===== config.mk =====
export PLATFORM = sky130hd
export DESIGN_NAME = hack_clock_gen
export DESIGN_NICKNAME = d
export VERILOG_FILES = /design/src/rtl/hack_clock_pkg.sv /design/src/rtl/hack_clock_gen.sv
export SDC_FILE = /design/constraint.sdc
export NUM_CORES = 1
export LEC_CHECK = 0
export CORE_MARGIN = 2
export CORE_UTILIZATION = 30
export DETAILED_ROUTE_END_ITERATION = 7
export RECOVER_POWER = 100
export SLEW_MARGIN = 20
export SYNTH_ARGS = -nofsm -noshare
export SYNTH_HDL_FRONTEND = slang
export SYNTH_SLANG_ARGS = --single-unit

===== constraint.sdc =====
create_clock -name clk -period 3.39 [get_ports clk]
set_clock_uncertainty 0.05 [all_clocks]
set_input_delay 0.678 -clock clk [delete_from_list [all_inputs] [get_ports clk]]
set_output_delay 0.678 -clock clk [all_outputs]
set_load 0.005 [all_outputs]

===== src/rtl/hack_clock_pkg.sv =====
// Shared types, defaults and the half-period clamp for the Hack clock generator.
package hack_clock_pkg;

  typedef enum logic [1:0] {
    RUN    = 2'd0,
    PAUSED = 2'd1,
    STEP   = 2'd2
  } state_t;

  localparam int CNT_W_DEF        = 7;
  localparam int DEFAULT_HALF_DEF = 35;
  localparam int RISE_LEAD_DEF    = 2;

  // A phase must be long enough for the early-warning lead plus the toggle itself.
  function automatic int clamp_half(input int x, input int lead);
    return (x < lead + 2) ? lead + 2 : x;
  endfunction

endpackage


===== src/rtl/hack_clock_gen.sv =====
// Runtime-programmable Hack CPU clock divider with run/pause/single-step control.
// Optional rising-edge cycle counter enabled by defining HACK_CLOCK_CYCLE_COUNT_EN.
module hack_clock_gen
  import hack_clock_pkg::*;
#(
  parameter int CNT_W         = CNT_W_DEF,
  parameter int DEFAULT_HALF  = DEFAULT_HALF_DEF,
  parameter int RISE_LEAD     = RISE_LEAD_DEF,
  parameter int START_RUNNING = 1
) (
  input  logic             clk,
  input  logic             reset,
  input  logic [CNT_W-1:0] half_period,
  input  logic             run_en,
  input  logic             step,
  output logic             hack_clk,
  output logic             strobe,
  output logic             going_to_rise,
  output logic             paused,
  output logic [31:0]      hack_cycles
);

  localparam logic [CNT_W-1:0] HP_RESET    = CNT_W'(clamp_half(DEFAULT_HALF, RISE_LEAD));
  localparam logic [CNT_W-1:0] ONE         = CNT_W'(1);
  localparam logic [CNT_W-1:0] LEAD_OFS    = CNT_W'(RISE_LEAD + 1);
  localparam state_t           STATE_RESET = (START_RUNNING != 0) ? RUN : PAUSED;

  state_t           state_reg, state_next;
  logic [CNT_W-1:0] cnt_reg, cnt_next;
  logic [CNT_W-1:0] hp_active_reg, hp_next;
  logic             hack_clk_reg, hack_clk_next;
  logic             strobe_reg, strobe_next;
  logic [CNT_W-1:0] hp_clamped;
  logic             is_term;

  assign hp_clamped = CNT_W'(clamp_half(int'(32'(half_period)), RISE_LEAD));
  assign is_term    = (cnt_reg == hp_active_reg - ONE);

  always_ff @(posedge clk or posedge reset) begin
    if (reset) begin
      state_reg     <= STATE_RESET;
      cnt_reg       <= '0;
      hp_active_reg <= HP_RESET;
      hack_clk_reg  <= 1'b0;
      strobe_reg    <= 1'b0;
    end else begin
      state_reg     <= state_next;
      cnt_reg       <= cnt_next;
      hp_active_reg <= hp_next;
      hack_clk_reg  <= hack_clk_next;
      strobe_reg    <= strobe_next;
    end
  end

  always_comb begin
    state_next    = state_reg;
    cnt_next      = cnt_reg;
    hp_next       = hp_active_reg;
    hack_clk_next = hack_clk_reg;
    strobe_next   = 1'b0;
    case (state_reg)
      PAUSED: begin
        // run_en takes priority over step when both are presented.
        if (run_en) begin
          state_next = RUN;
          cnt_next   = '0;
          hp_next    = hp_clamped;
        end else if (step) begin
          state_next = STEP;
          cnt_next   = '0;
          hp_next    = hp_clamped;
        end
      end
      RUN, STEP: begin
        if (is_term) begin
          cnt_next      = '0;
          hack_clk_next = ~hack_clk_reg;
          strobe_next   = 1'b1;
          hp_next       = hp_clamped;
          // Pausing only at a falling toggle keeps hack_clk parked low.
          if (hack_clk_reg && (state_reg == STEP || !run_en)) begin
            state_next = PAUSED;
          end
        end else begin
          cnt_next = cnt_reg + ONE;
        end
      end
      default: begin
        state_next = PAUSED;
        cnt_next   = '0;
      end
    endcase
  end

  assign hack_clk      = hack_clk_reg;
  assign strobe        = strobe_reg;
  assign paused        = (state_reg == PAUSED);
  assign going_to_rise = (state_reg != PAUSED) && !hack_clk_reg &&
                         (cnt_reg == hp_active_reg - LEAD_OFS);

`ifdef HACK_CLOCK_CYCLE_COUNT_EN
  logic [31:0] cycles_reg;
  logic        rise_toggle;

  assign rise_toggle = (state_reg == RUN || state_reg == STEP) && is_term && !hack_clk_reg;

  always_ff @(posedge clk or posedge reset) begin
    if (reset) begin
      cycles_reg <= '0;
    end else if (rise_toggle) begin
      cycles_reg <= cycles_reg + 32'd1;
    end
  end

  assign hack_cycles = cycles_reg;
`else
  assign hack_cycles = '0;
`endif

endmodule


Word-level counts from Yosys, hierarchy flattened
Index checks and enable logic that the tools add are counted.
{"block": "classes", "n_reduce_logical": 12, "mux": 16, "bitwise": 1, "n_lt_le_gt_ge": 1, "addsub": 3, "eq_ne": 8}
{"cell": "$mux W7", "n": 7}
{"cell": "$pmux W7 S2", "n": 2}
{"cell": "$eq A7 B7 Y1", "n": 2}
{"cell": "$mux W2", "n": 4}
{"cell": "$add A7 B1 Y7 const B", "n": 1}
{"cell": "$lt A7 B3 Y1 const B", "n": 1}
{"cell": "$sub A7 B1 Y7 const B", "n": 1}
{"cell": "$sub A7 B2 Y7 const B", "n": 1}
{"cell": "$reduce_and A3 Y1", "n": 2}
{"cell": "$ne A2 B2 Y1 const B", "n": 2}
{"cell": "$pmux W2 S2", "n": 1}
{"cell": "$logic_and A1 B1 Y1", "n": 3}
{"cell": "$ne A3 B3 Y1 const B", "n": 1}
{"cell": "$eq A2 B1 Y1 const B", "n": 1}
{"cell": "$eq A2 B2 Y1 const B", "n": 1}
{"cell": "$logic_not A1 Y1", "n": 2}
{"cell": "$logic_not A2 Y1", "n": 1}
{"cell": "$mux W1", "n": 2}
{"cell": "$ne A2 B1 Y1 const B", "n": 1}
{"cell": "$reduce_and A2 Y1", "n": 1}
{"cell": "$reduce_bool A2 Y1", "n": 1}
{"cell": "$reduce_or A2 Y1", "n": 1}
{"cell": "$logic_or A1 B1 Y1", "n": 1}
{"cell": "$not A1 Y1", "n": 1}
{"block": "totals", "wordCells": 46, "output_inout_bits": 36, "register_bits": 18}

Logic depth before layout (Yosys ltp)
Gate-level depths: netlist of run 1.
{"block": "logic_depth", "ltp_word": 6, "mapped_depth": 10, "ltp_nobuf": 8}

Least setup slack after synthesis of run 1
No wires, ideal clock.
{"block": "synth_timing", "kind": "register to output", "from": "register hp_active_reg[0]", "to": "output going_to_rise", "t_arrival_ns": 2.060, "slack_ns": 0.602, "n_path_buf": 1, "stages_incl_launch_ff": 8, "required_ns": 2.662, "path_cell_list": "dfstp_2 > clkbuf_1 > inv_1 > ha_1 > xnor2_1 > nand2_1 > or4_1 > nor3_1"}
{"block": "synth_between", "elab_chain_len": 3}
{"element": "start, declared", "line": "hack_clock_gen.sv:30", "rtl": "logic [CNT_W-1:0] hp_active_reg, hp_next;"}
{"element": "start signal, assigned", "line": "hack_clock_gen.sv:49", "rtl": "hp_active_reg <= hp_next;"}
{"element": "$sub A7 B2 Y7", "line": "hack_clock_gen.sv:99", "rtl": "(cnt_reg == hp_active_reg - LEAD_OFS);"}
{"element": "$eq A7 B7 Y1", "line": "hack_clock_gen.sv:99"}
{"element": "$logic_and A1 B1 Y1", "line": "hack_clock_gen.sv:98", "rtl": "assign going_to_rise = (state_reg != PAUSED) && !hack_clk_reg &&"}
{"element": "end, declared", "line": "hack_clock_gen.sv:18", "rtl": "output logic going_to_rise,"}
No other way between the ends.

Final worst setup path of run 1
Ends and elaborated chain as after synthesis.

==> results of run 1 <==
==> metrics by stage <==
stage | setup WS (ns) | util | hold slack (ns)
final | 0.1385 | 0.3499 | 0.4880
after global routing | 0.02832 | 0.3499 | 0.5333
after CTS | 0.004543 | 0.3480 | 0.4793
after detailed placement | 0.2235 | 0.3322 | 0.4810
after global placement | 0.2847 | 0.3322 | 0.4707
after floorplan | 0.6025 | - | 0.4511
==> logic make-up (layout without fill, tap and decap cells) <==
group,after synthesis,in the layout,share of synthesized area
other,1,32,0.002669
adders and majority gates,3,3,0.02672
xor gates and xnor gates,14,14,0.08727
and+or+nand+nor,46,46,0.1701
AOI/OAI and AO/OA,24,24,0.1265
buffers and inverters,44,31,0.2101
DFF,18,18,0.3232
muxes,7,7,0.05343
==> report_power, final <==
| group | leakage (nW) | internal, mW | total, mW | switching, mW |
|---|---|---|---|---|
| clock | 0.0288 | 0.103 | 0.181 | 0.0779 |
| sequential | 0.219 | 0.324 | 0.454 | 0.130 |
| combinational | 0.461 | 0.328 | 0.659 | 0.332 |
==> layout make-up <==
type | count | area (um^2)
Sequential cell | 18 | 454.2
Fill cell | 457 | 2889
Multi-Input combinational cell | 126 | 777.0
Tap cell | 52 | 65.06
Inverter | 8 | 30.03
Clock buffer | 4 | 55.05
Timing Repair Buffer | 19 | 173.9
==> cell usage in the layout (no fill, tap or decap), types with 6 or more instances in the layout <==
cell	count
xor2_1	6
inv_1	8
nor2_1	12
conb_1	32
o21ai_0	8
nand2_1	11
nor3_1	8
clkdlybuf4s50_1	10
xnor2_1	7
dfrtp_1	15
==> what timing repair did <==
action | in CTS | in global routing
setup buffers | 2 | 1
setup endpoints to repair | 1 | 1
pin swaps | 0 | 1
endpoints found under the hold margin | 0 | 0
gates resized for setup | 0 | 3
gates cloned | 0 | 0
==> worst max path at each step <==
| stage | to | cells past startpoint | slack (ns) | start |
|---|---|---|---|---|
| after floorplan | going_to_rise | 7 | 0.60 | hp_active_reg[0] |
| after global placement | going_to_rise | 7 | 0.28 | hp_active_reg[0] |
| after detailed placement | going_to_rise | 7 | 0.22 | hp_active_reg[0] |
| after CTS | going_to_rise | 7 | 0.005 | hp_active_reg[1] |
| after global routing | going_to_rise | 7 | 0.03 | hp_active_reg[0] |
| final | going_to_rise | 7 | 0.14 | hp_active_reg[0] |
==> worst reg2reg max path, stage by stage (launching register included) <==
cell and delay [ns]:
dfrtp_1 0.44, or3_1 0.52, nor4_1 0.39, o221ai_2 0.17
or3_1 0.45, a21oi_4 0.31, mux2_2 0.38
==> per-layer routing <==
layer | routed length (um) | vias up | GRT usage
met5 | 0 | - | 0
met4 | 57 | 0 | 0.05556
met3 | 100 | 5 | 0.02083
met2 | 1244 | 29 | 0.1549
met1 | 1176 | 435 | 0.1268
li1 | - | 507 | -
==> impl_metrics.json, run 1 <==
{
  "relSlewSlack": 0.5279,
  "tns_ns": 0,
  "slew_violations": 0,
  "track_usage": 0.09898,
  "critPathKind": "reg -> out",
  "cts-root-buf": "clkbuf_8",
  "maxCapViolations": 0,
  "postPlaceCellArea_um2": 1476,
  "hpwl_um": 1900,
  "globalplace.congestion": 0.8114,
  "yosysSeqAreaShare": 0.3232,
  "grt_max_degree": 19,
  "hold_viol": 0,
  "syn_to_final_growth_pct": 10.69,
  "layout.nets": 190,
  "clockBufferDepth": 2,
  "postSynthAreaPerCell_um2": 8.950,
  "min_to": "hp_active_reg[6]",
  "die_area_um2": 5247,
  "async_flop_share": 1.000,
  "cts_buffers": 3,
  "critPathLaunchType": "flop",
  "ctsHoldBuffers": 0,
  "synthTopCellsByCount": "buf_4, dfrtp_1, nor2_1",
  "powerDensity_nw_per_um2": 832.3,
  "end_kind": "output port",
  "cp.arrival_ns": 2.52,
  "yosys.cell_types.count": 36,
  "synth-seq-cells": 18,
  "first_pass_iters": 4,
  "finalCriticalPeriod_ns": 3.251,
  "irDropWorstVdd_v": 0.0001986,
  "fmax_mhz": 307.6,
  "rr_worst_depth": 6,
  "dp_cells": 220,
  "port_buffers": 14,
  "min_path_cells": 1,
  "grt_pass1_wl_um": 3926,
  "fin_cells": 227,
  "syn_inst": 157,
  "clk_pin_slew_ns": 0.07,
  "synth_top_area_share": 0.2671,
  "grt_antenna_before_repair": 0,
  "drive_gt1_frac": 0.1257,
  "syn_area_um2": 1405,
  "yosys-top-cells-area": "dfrtp_1, buf_4, dfstp_2, xnor2_1, xor2_1",
  "critPathMaxFanout": 2,
  "leakage_nw": 0.7090,
  "crit_required_ns": 2.66,
  "io_pins": 47,
  "rsz0062_at_grt": "false",
  "synth_most_common_cell": "buf_4",
  "setup_viol": 0,
  "min-delay-start": "hp_active_reg[6]",
  "crit_buf_inv": 2,
  "fin_crit_sh": 0.9591,
  "synthFlopType": "dfrtp_1",
  "path_delay_family": "simple AND/OR/NAND/NOR gates",
  "hold_class": "reg -> reg",
  "n_antenna_cell": 0,
  "fp.coreArea_um2": 4444,
  "cts_sinks": 18,
  "ys.warnings.count": 0,
  "status": "finished clean",
  "synth_edf_count": 0,
  "start_util": 0.3162,
  "cts_tree": "done",
  "avgViaCountPerCell": 4.300,
  "postRouteAntennaNets": 0,
  "max_stage_delay_ns": 0.55,
  "netlist.top_cell.by_area": "dfrtp_1",
  "grt_overflow_total": 0,
  "drt-wirelength-per-cell_um": 11.36,
  "r2r-end": "hp_active_reg[6]",
  "vias": 976,
  "cp_cell_sequence": "inv_1 > ha_4 > xnor2_2 > nand2_1 > or4_1 > nor3_2 > clkdlybuf4s50_1",
  "row_count": 24,
  "crit_slowest_cell": "dfstp_2",
  "htreeDepth": 1,
  "worst_pin_slew_ns": 0.7074,
  "fp.dieH_um": 72.44,
  "routed_wl_um": 2578,
  "reg2reg_from": "hp_active_reg[3]",
  "clock_latency_ns": 0.26,
  "drc_errors": 0,
  "first_iter_violations": 42,
  "die_w_um": 72.44,
  "rrSetupSlack_ns": 0.57,
  "finish.instance_area_um2": 1555,
  "grt_pass1_vias": 814,
  "p_total_mw": 1.294
}
(Power assumes the default switching activity.)
==> run 2, diff against run 1 <==
- CORE_UTILIZATION: 30 -> 46
- PLACE_DENSITY: default -> 0.8
- clock period: 3.39 -> 3.5 ns (I/O delays scaled with it)
==> run 2 against run 1 <==
  * Wire length shrank 6.1%
  * Power shrank 10%
  * Setup slack lost 0.0060 ns
  * Sequential share of layout area grew 1.6 points
  * Via count grew 5.7%
  * Critical path type unchanged
  * Cell area shrank 5.1%
  * Critical path depth is the same
  * Sequential power shrank 3%
==> impl_metrics.json, run 2 (synthesis gave the netlist of run 1 again) <==
{
  "routed_wl_um": 2420,
  "grt_antenna_before_repair": 0,
  "leakage_nw": 0.6954,
  "cts_sinks": 18,
  "hold_class": "reg -> reg",
  "seq_area_um2": 454.2,
  "min_to": "hp_active_reg[0]",
  "min_path_cells": 2,
  "hold_viol": 0,
  "rr_worst_depth": 6,
  "clk_pin_slew_ns": 0.10,
  "num-fill-cells": 294,
  "maxCapViolations": 0,
  "drive_gt1_frac": 0.09714,
  "mostFrequentLayoutCell": "conb_1",
  "rsz0062_at_grt": "false",
  "port_buffers": 14,
  "crit_required_ns": 2.75,
  "drt-wirelength-per-cell_um": 11.63,
  "rrSetupSlack_ns": 0.43,
  "grt_util_met2": 0.2433,
  "final_cell_mix": "conb_1, dfrtp_1, nor2_1",
  "finish.utilization": 0.4958,
  "setup_viol": 0,
  "drc_errors": 0,
  "tns_ns": 0,
  "die_area_um2": 3513,
  "first_iter_violations": 43,
  "fp.coreArea_um2": 2978,
  "die_w_um": 59.27,
  "cts-root-buf": "clkbuf_4",
  "grt_overflow_total": 0,
  "min-delay-start": "hp_active_reg[0]",
  "critPathKind": "reg -> out",
  "postRouteAntennaNets": 0,
  "powerDensity_nw_per_um2": 788.3,
  "p_total_mw": 1.164,
  "first_pass_iters": 5,
  "reg2reg_from": "hp_active_reg[3]",
  "irDropWorstVdd_v": 0.0002560,
  "fin_cells": 208,
  "worst_pin_slew_ns": 0.8050,
  "multi_input_area_um2": 740.7,
  "grt_use_met1": 0.1884,
  "cp_cell_sequence": "inv_1 > ha_1 > xnor2_1 > nand2_1 > or4_1 > nor3_1 > clkdlybuf4s50_1",
  "vias": 1032,
  "hpwl_um": 1837,
  "avgViaCountPerCell": 4.962,
  "slew_violations": 0,
  "fp.dieH_um": 59.27,
  "start_util": 0.4718,
  "cp.arrival_ns": 2.62,
  "grt_max_degree": 19,
  "cts_tree": "done",
  "use_met3": 0.02838,
  "critPathLaunchType": "flop",
  "status": "finished clean",
  "clock_latency_ns": 0.30,
  "htreeDepth": 1,
  "track_usage": 0.1496,
  "syn_to_final_growth_pct": 5.076,
  "holdWs_ns": 0.4558,
  "n_antenna_cell": 0,
  "busiest_layer": "met2",
  "critPathMaxFanout": 4,
  "globalplace.congestion": 0.8902,
  "cts_buffers": 3,
  "layout.nets": 190,
  "crit_slowest_cell": "dfstp_2",
  "end_kind": "output port",
  "grt_pass1_wl_um": 3967,
  "grt_pass1_vias": 911,
  "relSlewSlack": 0.4634,
  "max_stage_delay_ns": 0.57,
  "clockBufferDepth": 2,
  "io_pins": 47,
  "finalCriticalPeriod_ns": 3.368,
  "r2r-end": "hp_active_reg[6]",
  "fmax_mhz": 297.0,
  "dp_cells": 201,
  "row_count": 20,
  "fin_crit_sh": 0.9621
}
-- run 2: through the flow --
step                setup WS (ns)  cell area, um^2
global route             0.007462             1476
detailed placement         0.3298             1453
global placement           0.3842             1453
floorplan                  0.6905             1521
finish                     0.1325             1476
CTS                       0.03913             1504
-- run 2: how the worst max path moves through the flow --
stage          slack, ns             to        startpoint  depth (start not counted)
2_1_floorplan       0.69  going_to_rise  hp_active_reg[0]                          7
4_1_cts             0.04  going_to_rise  hp_active_reg[1]                          7
6_report            0.13  going_to_rise  hp_active_reg[1]                          7
3_5_place_dp        0.33  going_to_rise  hp_active_reg[0]                          7
3_3_place_gp        0.38  going_to_rise  hp_active_reg[0]                          7
5_1_grt            0.007  going_to_rise  hp_active_reg[1]                          7
-- run 2: repair_timing --
item	CTS	global route
setup endpoints to repair	1	1
buffers inserted	2	1
hold buffers	0	0
resized for setup	0	0
-- run 2: area by class of cell --
| cell class | instances | share of cell area |
|---|---|---|
| clock buffers | 4 | 0.02458 |
| well taps | 33 | 0.02797 |
| inverters | 8 | 0.02034 |
| flip-flops and latches | 18 | 0.3076 |
| multi-input cells | 126 | 0.5017 |
| repair buffers | 19 | 0.1178 |
-- run 2: worst max-delay path, delay by kind of cell, from the launching register on --
family	cells	cell delay (ns)
XOR/XNOR	1	0.20
buffers and inverters	2	0.57
flip-flops	1	0.57
AND/OR/NAND/NOR	3	0.69
adder cells (fa/ha/maj)	1	0.28
-- run 2: power by group --
part           switching (mW)  internal [mW]  total, mW
clock network          0.0675         0.0635      0.131
registers               0.126          0.313      0.439
logic                   0.304          0.290      0.594
-- run 2: per-layer routing --
layer	vias to the layer above	wire (um)
met3	7	114
met5	-	0
met1	481	1076
met2	36	1179
met4	0	49
li1	508	-
